## config.mk

```make
export PLATFORM = sky130hd
export DESIGN_NAME = mac_column_seq
export DESIGN_NICKNAME = d
export VERILOG_FILES = /design/src/rtl/mac_pkg.sv /design/src/rtl/MAC_column.sv /design/src/rtl/mac_column_seq.sv
export SDC_FILE = /design/constraint.sdc
export NUM_CORES = 1
export LEC_CHECK = 0
export ABC_AREA = 1
export BUFFER_PORTS_ARGS = -buffer_cell sky130_fd_sc_hd__clkbuf_2
export CAP_MARGIN = 20
export CELL_PAD_IN_SITES_DETAIL_PLACEMENT = 0
export CELL_PAD_IN_SITES_GLOBAL_PLACEMENT = 1
export CORE_ASPECT_RATIO = 2
export CORE_MARGIN = 5
export CORE_UTILIZATION = 48
export DETAILED_ROUTE_END_ITERATION = 10
export GPL_TIMING_DRIVEN = 0
export MAX_ROUTING_LAYER = met4
export PLACE_DENSITY_LB_ADDON = 0.15
export SLEW_MARGIN = 10
export SYNTH_ARGS = -nofsm -noshare
export SYNTH_HDL_FRONTEND = slang
export SYNTH_SLANG_ARGS = --single-unit
export TNS_END_PERCENT = 1
```

## constraint.sdc

```tcl
create_clock -name i_clk -period 11.5 [get_ports i_clk]
set_input_delay 0 -clock i_clk [delete_from_list [all_inputs] [get_ports i_clk]]
set_output_delay 0 -clock i_clk [all_outputs]
set_load 0.01 [all_outputs]
```

## src/rtl/mac_pkg.sv

```systemverilog
// Shared constants, encodings and mode decode for the column MAC sequencer.
// Column psum is 19 bits signed; the accumulator adds 3 guard bits.
package mac_pkg;

  localparam int DATA_WIDTH       = 8;
  localparam int COLUMN_NUM       = 6;
  localparam int OUT_WIDTH        = 22;
  localparam int COLUMN_OUT_WIDTH = 19;

  typedef logic [2:0] cnt_t;

  typedef enum logic [1:0] {
    MODE_4X3X3 = 2'b00,
    MODE_4X4   = 2'b01,
    MODE_5X5   = 2'b10,
    MODE_6X6   = 2'b11
  } mode_e;

  typedef enum logic [1:0] {
    ST_IDLE  = 2'b00,
    ST_RUN   = 2'b01,
    ST_DRAIN = 2'b10,
    ST_DONE  = 2'b11
  } state_e;

  // Columns per window.
  function automatic cnt_t mode_k(input mode_e m);
    cnt_t k;
    k = 3'd3;
    case (m)
      MODE_4X3X3: k = 3'd3;
      MODE_4X4:   k = 3'd4;
      MODE_5X5:   k = 3'd5;
      MODE_6X6:   k = 3'd6;
      default:    k = 3'd3;
    endcase
    return k;
  endfunction

  // Elements of a column that take part in the sum.
  function automatic cnt_t mode_rows(input mode_e m);
    cnt_t r;
    r = 3'd6;
    case (m)
      MODE_4X3X3: r = 3'd6;
      MODE_4X4:   r = 3'd4;
      MODE_5X5:   r = 3'd5;
      MODE_6X6:   r = 3'd6;
      default:    r = 3'd6;
    endcase
    return r;
  endfunction

endpackage

```

## src/rtl/MAC_column.sv

```systemverilog
// One column of unsigned-image x signed-weight products, summed.
// Elements beyond the mode's row count are masked to zero.
module MAC_column #(
  parameter int DATA_WIDTH       = mac_pkg::DATA_WIDTH,
  parameter int COLUMN_NUM       = mac_pkg::COLUMN_NUM,
  parameter int COLUMN_OUT_WIDTH = mac_pkg::COLUMN_OUT_WIDTH
) (
  input  logic [DATA_WIDTH*COLUMN_NUM-1:0] img,
  input  logic [DATA_WIDTH*COLUMN_NUM-1:0] wgt,
  input  mac_pkg::mode_e                   mode,
  output logic signed [COLUMN_OUT_WIDTH-1:0] psum
);
  import mac_pkg::*;

  localparam int PW = 2 * DATA_WIDTH + 1;

  cnt_t rows;
  logic signed [PW-1:0] prod [COLUMN_NUM];
  logic signed [COLUMN_OUT_WIDTH-1:0] sum;

  assign rows = mode_rows(mode);

  for (genvar i = 0; i < COLUMN_NUM; i++) begin : g_mul
    logic signed [DATA_WIDTH:0]   a;
    logic signed [DATA_WIDTH-1:0] b;
    logic signed [PW-1:0]         full;
    logic                         en;
    assign a    = {1'b0, img[i*DATA_WIDTH +: DATA_WIDTH]};
    assign b    = wgt[i*DATA_WIDTH +: DATA_WIDTH];
    assign full = a * b;
    assign en   = cnt_t'(i) < rows;
    assign prod[i] = en ? full : '0;
  end

  // Sign-extend each product and add them up.
  always_comb begin
    sum = '0;
    for (int i = 0; i < COLUMN_NUM; i++) begin
      sum = sum + {{(COLUMN_OUT_WIDTH-PW){prod[i][PW-1]}}, prod[i]};
    end
  end

  assign psum = sum;

endmodule

```

## src/rtl/mac_column_seq.sv

```systemverilog
// Column-serial window MAC: accepts K columns per window, accumulates
// their psums and hands out one signed sum per window with backpressure.
module mac_column_seq #(
  parameter int DATA_WIDTH    = 8,
  parameter int COLUMN_NUM    = 6,
  parameter int ACC_WIDTH     = 22,
  parameter int WIN_CNT_WIDTH = 8
) (
  input  logic                           i_clk,
  input  logic                           i_rst,
  input  logic                           i_start,
  input  logic [1:0]                     i_mode,
  input  logic [WIN_CNT_WIDTH-1:0]       i_num_windows,
  input  logic                           i_col_valid,
  output logic                           o_col_ready,
  input  logic [DATA_WIDTH*COLUMN_NUM-1:0] i_img_column,
  input  logic [DATA_WIDTH*COLUMN_NUM-1:0] i_wgt_column,
  output logic                           o_acc_valid,
  input  logic                           i_acc_ready,
  output logic [ACC_WIDTH-1:0]           o_acc,
  output logic                           o_busy,
  output logic                           o_done
);
  import mac_pkg::*;

  localparam int CW = COLUMN_OUT_WIDTH;

  state_e state;
  mode_e  mode_q;
  logic [WIN_CNT_WIDTH-1:0] num_win_q;
  logic [WIN_CNT_WIDTH-1:0] win_cnt;
  cnt_t   col_cnt;

  logic   accept;
  logic   col_last;
  logic   win_last;
  logic   res_take;

  logic   s1_valid;
  logic   s1_first;
  logic   s1_last;
  mode_e  s1_mode;
  logic [DATA_WIDTH*COLUMN_NUM-1:0] s1_img;
  logic [DATA_WIDTH*COLUMN_NUM-1:0] s1_wgt;

  logic signed [CW-1:0]        psum;
  logic signed [ACC_WIDTH-1:0] psum_ext;
  logic signed [ACC_WIDTH-1:0] acc;
  logic signed [ACC_WIDTH-1:0] acc_sum;

  assign o_col_ready = (state == ST_RUN) && !(o_acc_valid && !i_acc_ready);
  assign accept      = i_col_valid && o_col_ready;
  assign res_take    = o_acc_valid && i_acc_ready;
  assign col_last    = col_cnt == (mode_k(mode_q) - 3'd1);
  assign win_last    = win_cnt == (num_win_q - WIN_CNT_WIDTH'(1));

  // Job control: state, latched job parameters and column/window counters.
  always_ff @(posedge i_clk or posedge i_rst) begin
    if (i_rst) begin
      state     <= ST_IDLE;
      mode_q    <= MODE_4X3X3;
      num_win_q <= '0;
      win_cnt   <= '0;
      col_cnt   <= '0;
      o_busy    <= 1'b0;
      o_done    <= 1'b0;
    end else begin
      o_done <= 1'b0;
      case (state)
        ST_IDLE: begin
          if (i_start && (i_num_windows != '0)) begin
            state     <= ST_RUN;
            mode_q    <= mode_e'(i_mode);
            num_win_q <= i_num_windows;
            win_cnt   <= '0;
            col_cnt   <= '0;
            o_busy    <= 1'b1;
          end
        end
        ST_RUN: begin
          if (accept) begin
            col_cnt <= col_last ? '0 : col_cnt + 3'd1;
            if (col_last) begin
              win_cnt <= win_cnt + WIN_CNT_WIDTH'(1);
              if (win_last) begin
                state <= ST_DRAIN;
              end
            end
          end
        end
        ST_DRAIN: begin
          if (res_take && !s1_valid) begin
            state  <= ST_DONE;
            o_done <= 1'b1;
          end
        end
        ST_DONE: begin
          state  <= ST_IDLE;
          o_busy <= 1'b0;
        end
        default: begin
          state  <= ST_IDLE;
          o_busy <= 1'b0;
        end
      endcase
    end
  end

  // Stage 1: capture the accepted column with its window position.
  always_ff @(posedge i_clk or posedge i_rst) begin
    if (i_rst) begin
      s1_valid <= 1'b0;
      s1_first <= 1'b0;
      s1_last  <= 1'b0;
      s1_mode  <= MODE_4X3X3;
      s1_img   <= '0;
      s1_wgt   <= '0;
    end else begin
      s1_valid <= accept;
      if (accept) begin
        s1_first <= col_cnt == '0;
        s1_last  <= col_last;
        s1_mode  <= mode_q;
        s1_img   <= i_img_column;
        s1_wgt   <= i_wgt_column;
      end
    end
  end

  MAC_column #(
    .DATA_WIDTH       (DATA_WIDTH),
    .COLUMN_NUM       (COLUMN_NUM),
    .COLUMN_OUT_WIDTH (CW)
  ) u_mac_column (
    .img  (s1_img),
    .wgt  (s1_wgt),
    .mode (s1_mode),
    .psum (psum)
  );

  assign psum_ext = {{(ACC_WIDTH-CW){psum[CW-1]}}, psum};
  assign acc_sum  = s1_first ? psum_ext : acc + psum_ext;

  // Stage 2: accumulate and publish the window sum on its last column.
  always_ff @(posedge i_clk or posedge i_rst) begin
    if (i_rst) begin
      acc         <= '0;
      o_acc       <= '0;
      o_acc_valid <= 1'b0;
    end else begin
      if (s1_valid) begin
        acc <= acc_sum;
      end
      if (s1_valid && s1_last) begin
        o_acc       <= acc_sum;
        o_acc_valid <= 1'b1;
      end else if (res_take) begin
        o_acc_valid <= 1'b0;
      end
    end
  end

endmodule

```

# ---- Word-level counts from Yosys, hierarchy flattened
# Index checks and enable logic that the tools add are counted.
dict set report classes {
  add_sub_neg 10
  n_mul 6
  div_mod_pow 0
  n_lt_le_gt_ge 6
  n_eq_ne 16
  shifts 0
  n_mux 29
  bitwise 0
  reduce_logical 24
}
# cell count
set op_table {}
lappend op_table {{9-bit by 8-bit multiplier with 17-bit output} 6}
lappend op_table {{17-bit 2-to-1 mux} 6}
lappend op_table {{19-bit adder} 4}
lappend op_table {{8-bit 2-to-1 mux} 3}
lappend op_table {{22-bit by 19-bit adder with 22-bit output} 1}
lappend op_table {{22-bit 2-to-1 mux} 1}
lappend op_table {{17-bit by 17-bit adder with 18-bit output} 1}
lappend op_table {{8-bit case mux with 2 select lines} 1}
lappend op_table {{2-bit == test (second input constant)} 6}
lappend op_table {{3-bit case mux with 4 select lines} 1}
lappend op_table {{2-bit 2-to-1 mux} 5}
lappend op_table {{2-bit != test (second input constant)} 5}
lappend op_table {{3-bit 2-to-1 mux} 3}
lappend op_table {{3-bit case mux with 3 select lines} 1}
lappend op_table {{8-bit by 1-bit adder with 8-bit output (second input constant)} 1}
lappend op_table {{8-bit == test} 1}
lappend op_table {{2-bit case mux with 4 select lines} 1}
lappend op_table {{8-bit nonzero test} 1}
lappend op_table {{8-bit by 1-bit subtractor with 8-bit output (second input constant)} 1}
lappend op_table {{1-bit logical AND} 7}
lappend op_table {{2-bit by 1-bit == test with 1-bit output (second input constant)} 3}
lappend op_table {{2-bit zero test} 3}
lappend op_table {{1-bit by 3-bit < comparator with 1-bit output (first input constant)} 2}
lappend op_table {{2-bit by 3-bit < comparator with 1-bit output (first input constant)} 2}
lappend op_table {{other kinds (15)} 25}
dict set report word_totals {
  regBits 171
  latch_bits 0
  ramBits 0
  rom_bits 0
  output_inout_bits 26
  memories 0
}

# ---- Longest topological paths before layout
# Gate-level depths: netlist of run 1.
dict set report depth {
  word_depth 12
  depth_mapped 61
}

# ---- By module
# A second synthesis of run 1 with hierarchy kept.
dict set report hier_totals {
  hier_cells 3600
  hier_area_um2 25913.6
}
# module instances cells_per_inst area_each_um2 seq_area_each_um2
set by_module_without_submodules {}
lappend by_module_without_submodules {MAC_column 1 2457 17287.8 0.0}
lappend by_module_without_submodules {mac_column_seq 1 1143 8625.8 4279.1}

# ---- Least setup slack after synthesis of run 1
# Ideal clock, no wire load.
dict set report synth_path {
  path_type {flip-flop to flip-flop}
  startpoint {register s1_wgt[7]}
  endpoint {register acc[21]}
  setup_ns 0.117
  t_arrival_ns 9.301
  slack_ns 2.081
  path_stages_with_launch 58
  path_buffers 0
  synth_period_minus_slack_ns 9.419
  path_cell_list {dfrtp_1 -> clkinv_1 -> or2_2 -> fa_1 -> fa_1 -> inv_1 -> fa_1 -> inv_1 -> fa_1 -> inv_1 -> ha_1 -> inv_1 -> o21ai_1 -> a31oi_1 -> inv_1 -> a21oi_1 -> nor2_1 -> nor2_1 -> [... 22 more ...] -> inv_1 -> nand4_1 -> nand3_1 -> inv_1 -> nand3_1 -> nand2_1 -> ha_1 -> nand2_1 -> nor3_2 -> nand2_1 -> nor2_1 -> nand2_1 -> nand3_1 -> o21ai_1 -> nor2_1 -> nand3_1 -> nand3_1 -> nand2_1}
}
dict set report synth_via {
  elab_chain_len 9
}
# item line_no
set synth_lines {}
lappend synth_lines {{start, declared} mac_column_seq.sv:44} ;# logic [DATA_WIDTH*COLUMN_NUM-1:0] s1_wgt;
lappend synth_lines {{start signal, assigned} mac_column_seq.sv:125} ;# s1_wgt <= i_wgt_column;
lappend synth_lines {{9-bit by 8-bit multiplier with 17-bit output (*)} MAC_column.sv:30} ;# assign full = a * b;
lappend synth_lines {{17-bit 2-to-1 mux (*)} MAC_column.sv:32} ;# assign prod[i] = en ? full : '0;
lappend synth_lines {{17-bit by 17-bit adder with 18-bit output (*)} MAC_column.sv:39} ;# sum = sum + {{(COLUMN_OUT_WIDTH-PW){prod[i][PW-1]}}, prod[i]};
lappend synth_lines {{19-bit adder (*) (4 in a row)} MAC_column.sv:39}
lappend synth_lines {{22-bit by 19-bit adder with 22-bit output} mac_column_seq.sv:142} ;# assign acc_sum = s1_first ? psum_ext : acc + psum_ext;
lappend synth_lines {{22-bit 2-to-1 mux (*)} mac_column_seq.sv:142}
lappend synth_lines {{end signal, assigned} mac_column_seq.sv:152} ;# acc <= acc_sum;
lappend synth_lines {{end, declared} mac_column_seq.sv:48} ;# logic signed [ACC_WIDTH-1:0] acc;
# Every way passes the cells marked *; elsewhere a longest branch is shown, timed or not.
# A chain may end at the register's enable or synchronous reset.

# ---- Worst setup path after layout of run 1
dict set report layout_path {
  startpoint {register s1_wgt[7]}
  endpoint {register o_acc[21]}
}
dict set report layout_via {
  elab_chain_len 9
}
# item line_no
set layout_lines {}
lappend layout_lines {{9-bit by 8-bit multiplier with 17-bit output (*)} MAC_column.sv:30}
lappend layout_lines {{17-bit 2-to-1 mux (*)} MAC_column.sv:32}
lappend layout_lines {{17-bit by 17-bit adder with 18-bit output (*)} MAC_column.sv:39}
lappend layout_lines {{19-bit adder (*) (4 in a row)} MAC_column.sv:39}
lappend layout_lines {{22-bit by 19-bit adder with 22-bit output} mac_column_seq.sv:142}
lappend layout_lines {{22-bit 2-to-1 mux (*)} mac_column_seq.sv:142}
lappend layout_lines {{end signal, assigned} mac_column_seq.sv:155} ;# o_acc <= acc_sum;
lappend layout_lines {{end, declared} mac_column_seq.sv:20} ;# output logic [ACC_WIDTH-1:0] o_acc,
# Marked as above.

==> flow_metrics.py, run 1 <==
metrics = {
    "run_status": {
        "status": "finished, final reports clean",
    },
    "detailed_routing": {
        "drtAntennaViolNets": 0,
        "drc": 0,
        "dr.pass1.iters": 7,
        "drt-initial-drc-count": 867,
        "num_vias": 21700,
        "wl_per_cell_um": 17.2,
        "wl_um": 73700,
        "avgViaCountPerCell": 5.05,
    },
    "synthesis": {
        "synth_top_area_cell": "fa_1",
        "synth.top_cell.area_share_pct": 22.1,
        "synth_area_leaders": "fa_1 (22%), dfrtp_1 (17%), ha_1 (16%)",
        "ys_seq_area_share_pct": 17.0,
        "avgSynthCellArea_um2": 7.49,
        "async_flop_share_pct": 100,
        "synth_seq_cells": 171,
        "ys_warn_count": 0,
        "syn_nets": 4071,
        "synth_edf_count": 0,
        "ys_types": 54,
        "synth_ff_type": "dfrtp_1",
        "synth_area_um2": 25100,
        "syn_inst": 3358,
    },
    "clock_network": {
        "clock_path_buffers": 2,
        "clk_pin_slew_ns": 0.09,
        "clk_latency_ns": 0.49,
        "cts-htree-levels": 4,
        "cts_sinks": 171,
        "cts_tree": "built",
        "cts-root-buf": "clkbuf_16",
        "numCtsBuffers": 17,
    },
    "floorplan": {
        "start_util_pct": 48.5,
        "fp.dieW_um": 172,
        "die-area_um2": 57300,
        "rows": 118,
        "core_area_um2": 51800,
        "dieHeight_um": 334,
        "io-pin-count": 137,
    },
    "global_route": {
        "grt_max_degree": 96,
        "met2_usage_pct": 52.3,
        "grt_pass1_vias": 23300,
        "use_met3_pct": 2.16,
        "overflow": 0,
        "busiest_layer": "met2",
        "grt_usage_pct": 27.4,
        "antenna_found_initial": 1,
        "grt_pass1_wl_um": 118000,
        "grt_use_met1_pct": 25.1,
    },
    "timing": {
        "period_minus_slack_ns": 10.98,
        "slew_headroom_pct": 26.0,
        "rsz0062_at_grt": "true",
        "setup_violations": 0,
        "fin_skew_ns": 0.0238,
        "finalHoldViolCount": 0,
        "max_freq_mhz": 91.1,
        "hold-worst-slack_ns": 0.110,
        "max_slew.worst_pin.slew_ns": 1.11,
        "report.final.slew_viol_count": 0,
        "period_share_pct": 95.4,
    },
    "final_layout": {
        "layout_common_cells": "nand2_1 (949), inv_1 (776), ha_1 (325)",
        "final_common_cell": "nand2_1",
        "areaGrowthSynthToFinish_pct": 13.2,
        "layout-drive-gt1-share_pct": 7.35,
        "layout.cells.non_filler": 4295,
        "finalNetCount": 4334,
        "stdcell_area_um2": 28400,
    },
    "setup_path": {
        "startpoint": "s1_wgt[7]$_DFFE_PP0P_",
        "crit_required_ns": 11.87,
        "crit_path_end_kind": "flop",
        "path_delay_family": "adder cells",
        "critPathBufInv": 12,
        "arrival_ns": 11.35,
        "cp_max_fo": 10,
        "crit_slowest_cell": "fa_1",
        "path_common_cell": "inv_1",
        "r2r-start": "s1_wgt[7]$_DFFE_PP0P_",
        "start_kind": "flop",
        "critical_path_class": "reg2reg",
        "critPathMaxStageDelay_ns": 0.54,
        "rrSetupSlack_ns": 0.52,
    },
    "placement": {
        "placed_area_um2": 26700,
        "dpl.cell_count": 4156,
        "hpwl_um": 62100,
        "gp_congestion": 0.971,
        "port_buffers": 136,
    },
    "job": {
        "maxCapViolations": 0,
    },
    "hold_path": {
        "hold_path.class": "in2async",
    },
}
==> cell usage after synthesis, types with 4 or more instances <==
master,instances
mux2_2,5
nand2_4,4
fa_1,277
a21oi_2,4
nor4_1,5
o21bai_1,4
nor3_1,15
clkbuf_1,111
nand4_1,18
dfrtp_1,171
a31oi_1,15
o21a_1,5
a21o_1,4
clkinv_1,4
a21oi_1,140
or2_2,24
nand3_1,80
o21ai_0,107
xor2_1,60
nand2_1,950
nand3_2,9
xnor2_1,32
ha_1,325
nor2_1,118
nand2_2,11
o21ai_1,21
buf_2,11
inv_1,777
o211ai_1,7
==> sequential cells by signal, summed over array words and instances (netlist names) <==
signal,flops
o_busy,1
s1_valid,1
col_cnt,3
acc,22
s1_img,48
s1_last,1
win_cnt,8
num_win_q,8
s1_wgt,48
mode_q,2
s1_mode,2
o_acc,22
s1_first,1
o_done,1
state,2
o_acc_valid,1
==> what timing repair did <==
| action | CTS | global route |
|---|---|---|
| hold buffers | 109 | 0 |
| gates resized for setup | 0 | 6 |
| endpoints found under the hold margin | 187 | 0 |
| setup buffers | 0 | 2 |
| setup endpoints to repair | 0 | 7 |
==> logic make-up after synthesis <==
logic type / synth area share (%)
XOR/XNOR: 3.21
AO/OA/AOI/OAI: 7.15
multiplexers: 0.224
AND/OR/NAND/NOR: 20.5
buffers and inverters: 13.7
adder cells (fa/ha/maj): 38.2
flip-flops: 17.0
==> metal layers <==
| layer | routed length [µm] | vias up |
|---|---|---|
| met5 | 0 | - |
| met4 | 6170 | 0 |
| met3 | 1740 | 198 |
| met2 | 41700 | 426 |
| met1 | 24100 | 10400 |
| li1 | - | 10600 |
==> worst reg2reg max path: cells and delay by family, from the launching register on <==
family,cells,cell delay (ns)
flip-flops,1,0.42
AO/OA/AOI/OAI,9,1.57
XOR/XNOR,1,0.18
AND/OR/NAND/NOR,21,2.78
adder cells (fa/ha/maj),11,4.85
buffers and inverters,12,1.07
==> final cells by class <==
class / instances / area (µm²)
Clock inverter: 15 / 214
Buffer: 121 / 479
Inverter: 784 / 2950
Sequential cell: 171 / 4280
Tap cell: 660 / 826
Clock buffer: 17 / 425
Fill cell: 5107 / 23400
Multi-Input combinational cell: 2277 / 17400
Timing Repair Buffer: 249 / 1830
Antenna cell: 1 / 2.50
==> worst paths after layout <==
check	endpoint	depth (start not counted)
worst max register to register	o_acc[21]$_DFFE_PP0P_	54
max in group asynchronous	s1_wgt[30]$_DFFE_PP0P_	4
worst min register to register	o_acc[15]$_DFFE_PP0P_	2
min in group i_clk	win_cnt[7]$_DFFE_PP0P_	5
worst min-delay path	num_win_q[2]$_DFFE_PP0P_	3
worst max-delay path	o_acc[21]$_DFFE_PP0P_	54
==> per-stage QoR <==
stage | setup slack (ns) | TNS, ns | utilization (%)
after floorplan | 2.08 | 0 | -
after detailed placement | 0.244 | 0 | 51.5
after global placement | 0.262 | 0 | 51.4
after global routing | -0.0549 | -0.0910 | 54.9
final | 0.524 | 0 | 54.9
after CTS | 0.214 | 0 | 54.8
Power of run 1 is not shown: default switching activity piles up to over one toggle a cycle in this logic, so the estimate is an artifact.
==> inputs of run 2 (changes only) <==
CORE_MARGIN = 2   (was 5)
CORE_UTILIZATION = 50   (was 48)
clock period = 13 ns   (was 11.5 ns; I/O delays follow)
==> flow_metrics.py, run 2 (synthesized netlist as in run 1, its figures left out) <==
metrics = {
    "run_status": {
        "status": "finished, final reports clean",
    },
    "setup_path": {
        "path_common_cell": "inv_1",
        "rr_endpoint": "o_acc[19]$_DFFE_PP0P_",
        "rrSetupSlack_ns": 1.50,
        "critical_path_class": "reg2reg",
        "crit_required_ns": 13.36,
        "start_kind": "flop",
        "crit_path_end_kind": "flop",
        "cp_max_fo": 10,
        "ff2ff_path_depth": 53,
        "arrival_ns": 11.86,
        "critPathMaxStageDelay_ns": 0.75,
        "crit_slowest_cell": "nor4_1",
        "r2r-start": "s1_wgt[7]$_DFFE_PP0P_",
    },
    "final_layout": {
        "layout_common_cells": "nand2_1 (950), inv_1 (776), ha_1 (325)",
        "finalNetCount": 4336,
        "top_regs": "s1_img (48), s1_wgt (48)",
        "n_antenna_cell": 0,
        "stdcell_area_um2": 28400,
        "layout-drive-gt1-share_pct": 7.10,
        "areaGrowthSynthToFinish_pct": 13.0,
        "nFillCells": 4832,
        "final_common_cell": "nand2_1",
    },
    "floorplan": {
        "dieHeight_um": 321,
        "fp.dieW_um": 163,
        "rows": 116,
        "die-area_um2": 52200,
        "core_area_um2": 49900,
        "io-pin-count": 137,
        "start_util_pct": 50.3,
    },
    "timing": {
        "period_minus_slack_ns": 11.50,
        "max_freq_mhz": 87.0,
        "setup_ws_ns": 1.50,
        "fin_skew_ns": 0.0257,
        "report.final.slew_viol_count": 0,
        "slew_headroom_pct": 21.6,
        "period_share_pct": 88.4,
        "rsz0062_at_grt": "false",
        "tns_ns": 0,
        "max_slew.worst_pin.slew_ns": 1.18,
        "setup_violations": 0,
        "finalHoldViolCount": 0,
    },
    "clock_network": {
        "clk_pin_slew_ns": 0.09,
        "cts-root-buf": "clkbuf_16",
        "cts_resized": 0,
        "clock_path_buffers": 2,
        "cts_sinks": 171,
        "cts-htree-levels": 4,
        "clk_latency_ns": 0.49,
        "cts_tree": "built",
        "post_cts_buffers": 0,
        "cts_hold_buf": 109,
        "numCtsBuffers": 17,
    },
    "global_route": {
        "use_met3_pct": 3.11,
        "grt_pass1_wl_um": 119000,
        "met2_usage_pct": 59.9,
        "antenna_found_initial": 0,
        "busiest_layer": "met2",
        "grt_pass1_vias": 23200,
        "grt_max_degree": 87,
        "overflow": 0,
        "grt_usage_pct": 30.8,
        "grt_use_met1_pct": 27.1,
    },
    "placement": {
        "dp_slack_ns": 1.64,
        "hpwl_um": 62900,
        "gp_congestion": 0.974,
        "placed_area_um2": 26700,
        "port_buffers": 136,
    },
    "detailed_routing": {
        "avgViaCountPerCell": 5.07,
        "drtAntennaViolNets": 0,
        "dr.pass1.iters": 6,
        "drt-initial-drc-count": 925,
        "num_vias": 21700,
        "drc": 0,
        "wl_per_cell_um": 17.5,
        "wl_um": 75100,
    },
    "hold_path": {
        "hold-path-endpoint": "win_cnt[7]$_DFFE_PP0P_",
        "hold_depth": 5,
        "hold_path.startpoint": "i_col_valid",
        "hold_path.class": "in2reg",
    },
    "job": {
        "maxCapViolations": 0,
    },
}
run 2: how the worst max path moves through the flow:
stage	from	to	slack (ns)
floorplan	s1_wgt[7]$_DFFE_PP0P_	acc[21]$_DFFE_PP0P_	3.58
global placement	s1_wgt[7]$_DFFE_PP0P_	o_acc[21]$_DFFE_PP0P_	1.63
detailed placement	s1_wgt[7]$_DFFE_PP0P_	o_acc[21]$_DFFE_PP0P_	1.64
CTS	s1_wgt[7]$_DFFE_PP0P_	o_acc[21]$_DFFE_PP0P_	1.60
global route	s1_wgt[7]$_DFFE_PP0P_	o_acc[21]$_DFFE_PP0P_	0.78
finish	s1_wgt[7]$_DFFE_PP0P_	o_acc[19]$_DFFE_PP0P_	1.50
run 2: per-stage QoR:
stage	util, %	cells	hold slack, ns
floorplan	-	3358	0.110
global placement	53.3	4143	0.191
detailed placement	53.4	4144	0.135
CTS	56.9	4285	0.0966
global route	56.9	4285	0.119
finish	56.9	4285	0.106
run 2: critical path: cells and delay by family (launching register included):
| family | cells | cell delay, ns |
|---|---|---|
| xor+xnor | 1 | 0.16 |
| compound gates | 7 | 1.13 |
| flops | 1 | 0.44 |
| fa+ha+maj | 11 | 4.79 |
| simple gates | 23 | 3.74 |
| buf+inv | 11 | 1.08 |
run 2: per-layer routing:
metal	wire (µm)	part of all wire (%)
met5	0	0
met4	6190	8.2
met3	2100	2.8
met2	42500	57
met1	24300	32
run 2: area by class of cell:
cell class              instances  area [µm²]  share of cell area (%)
clock buffers                  17         425                    1.50
well taps                     649         812                    2.86
plain buffers                 126         498                    1.75
repair buffers                246        1800                    6.34
multi-input cells            2277       17400                    61.3
flip-flops and latches        171        4280                    15.1
clock inverters                15         220                   0.775
inverters                     784        2950                    10.4
Power of run 2 is left out for the same reason.
==> inputs of run 3 (changes only) <==
ABC_AREA = unset   (was 1)
CORE_MARGIN = 4   (was 2)
==> flow_metrics.py, run 3 <==
metrics = {
    "clock_network": {
        "clk_pin_slew_ns": 0.09,
        "cts_tree": "built",
        "cts_hold_buf": 108,
        "cts_resized": 0,
        "numCtsBuffers": 17,
        "clk_latency_ns": 0.48,
        "cts-htree-levels": 4,
        "cts-root-buf": "clkbuf_16",
        "post_cts_buffers": 0,
        "cts_sinks": 171,
        "clock_path_buffers": 2,
    },
    "timing": {
        "finalHoldViolCount": 0,
        "report.final.slew_viol_count": 0,
        "slew_headroom_pct": 31.3,
        "period_share_pct": 85.6,
        "period_minus_slack_ns": 11.13,
        "rsz0062_at_grt": "false",
        "fin_skew_ns": 0.0127,
        "max_slew.worst_pin.slew_ns": 1.03,
        "tns_ns": 0,
        "max_freq_mhz": 89.9,
        "setup_violations": 0,
    },
    "setup_path": {
        "crit_slowest_cell": "fa_1",
        "rrSetupSlack_ns": 1.87,
        "start_kind": "flop",
        "r2r-start": "s1_img[7]$_DFFE_PP0P_",
        "crit_path_end_kind": "flop",
        "arrival_ns": 11.49,
        "cp_max_fo": 9,
        "path_common_cell": "fa_1",
        "ff2ff_path_depth": 43,
        "critPathMaxStageDelay_ns": 0.56,
        "critical_path_class": "reg2reg",
        "rr_endpoint": "o_acc[21]$_DFFE_PP0P_",
        "crit_required_ns": 13.37,
    },
    "final_layout": {
        "layout-drive-gt1-share_pct": 6.65,
        "areaGrowthSynthToFinish_pct": 13.5,
        "finalNetCount": 3706,
        "final_util_pct": 57.5,
        "layout_common_cells": "nand2_1 (478), inv_1 (441), ha_1 (325)",
        "n_antenna_cell": 0,
        "final_common_cell": "nand2_1",
        "top_regs": "s1_img (48), s1_wgt (48)",
        "nFillCells": 4373,
    },
    "detailed_routing": {
        "drt-initial-drc-count": 710,
        "dr.pass1.iters": 7,
        "wl_um": 63600,
        "wl_per_cell_um": 17.5,
        "num_vias": 19000,
        "drc": 0,
        "drtAntennaViolNets": 0,
        "avgViaCountPerCell": 5.23,
    },
    "synthesis": {
        "avgSynthCellArea_um2": 8.73,
        "ys_seq_area_share_pct": 18.0,
        "synth_area_um2": 23800,
        "synth_edf_count": 0,
        "yosys-top-cells-count": "nand2_1 (478), inv_1 (442), ha_1 (325)",
        "synth_ff_type": "dfrtp_1",
        "synth_seq_cells": 171,
        "synth_area_leaders": "fa_1 (23%), dfrtp_1 (18%), ha_1 (17%)",
        "ys_warn_count": 0,
        "synth.top_cell.area_share_pct": 23.3,
        "syn_nets": 3441,
        "async_flop_share_pct": 100,
        "yosysMostFrequentCell": "nand2_1",
        "syn_inst": 2728,
        "synth_top_area_cell": "fa_1",
        "ys_types": 65,
    },
    "global_route": {
        "grt_pass1_wl_um": 104000,
        "grt_usage_pct": 26.5,
        "overflow": 0,
        "grt_max_degree": 90,
        "grt_pass1_vias": 20700,
        "antenna_found_initial": 0,
    },
    "floorplan": {
        "fp.dieW_um": 162,
        "dieHeight_um": 317,
        "core_area_um2": 46900,
        "io-pin-count": 137,
        "rows": 112,
        "die-area_um2": 51400,
        "start_util_pct": 50.7,
    },
    "job": {
        "maxCapViolations": 0,
    },
    "hold_path": {
        "hold_path.class": "in2async",
    },
    "placement": {
        "port_buffers": 136,
        "gp_congestion": 0.891,
        "hpwl_um": 53000,
    },
    "run_status": {
        "status": "finished, final reports clean",
    },
}
-- run 3: how the worst max path moves through the flow --
stage                               start                     to  slack (ns)  cells after the start
global route        s1_wgt[7]$_DFFE_PP0P_  o_acc[21]$_DFFE_PP0P_        1.02                     43
floorplan           s1_img[7]$_DFFE_PP0P_  o_acc[21]$_DFFE_PP0P_        3.16                     44
CTS                 s1_img[7]$_DFFE_PP0P_  o_acc[21]$_DFFE_PP0P_        1.89                     44
global placement    s1_wgt[7]$_DFFE_PP0P_  o_acc[21]$_DFFE_PP0P_        2.07                     43
detailed placement  s1_img[7]$_DFFE_PP0P_  o_acc[21]$_DFFE_PP0P_        1.88                     44
finish              s1_img[7]$_DFFE_PP0P_  o_acc[21]$_DFFE_PP0P_        1.87                     43
-- run 3: cell families (layout without fill, tap and decap cells) --
kind of cell | Yosys count | count (layout) | synth area share (%)
simple gates | 961 | 961 | 18.8
fa+ha+maj | 602 | 602 | 40.4
buf+inv | 512 | 790 | 8.07
compound gates | 330 | 330 | 8.82
flops | 171 | 171 | 18.0
xor+xnor | 126 | 126 | 4.81
mux | 26 | 26 | 1.17
-- run 3: critical path, delay by kind of cell, from the launching register on --
family	cells	cell delay (ns)
AO/OA/AOI/OAI	14	3.06
XOR/XNOR	3	0.60
adder cells (fa/ha/maj)	11	5.05
buffers and inverters	6	0.62
flip-flops	1	0.33
multiplexers	1	0.30
AND/OR/NAND/NOR	8	1.01
-- run 3: cell type report --
type	instances	area (µm²)	share of cell area, %
multi-input cells	2045	17600	65.2
flip-flops and latches	171	4280	15.8
clock buffers	18	439	1.63
repair buffers	246	1800	6.68
inverters	446	1680	6.23
plain buffers	66	248	0.917
clock inverters	14	175	0.648
well taps	627	785	2.90
-- run 3: through the flow --
| step | cells | instance area [µm²] | worst slack (ns) | hold WS, ns |
|---|---|---|---|---|
| floorplan | 2728 | 23800 | 3.16 | 0.105 |
| global placement | 3491 | 25300 | 2.07 | 0.188 |
| detailed placement | 3493 | 25300 | 1.88 | 0.125 |
| CTS | 3633 | 27000 | 1.89 | 0.157 |
| global route | 3633 | 27000 | 1.02 | 0.194 |
| finish | 3633 | 27000 | 1.87 | 0.119 |
-- run 3: per-layer routing --
metal	track usage, %	vias to the layer above	part of all wire [%]
li1	-	9142	-
met1	26.0	9383	35
met2	51.8	337	58
met3	2.35	141	2.3
met4	12.0	0	5.0
met5	-	-	0
Power of run 3 is left out for the same reason.
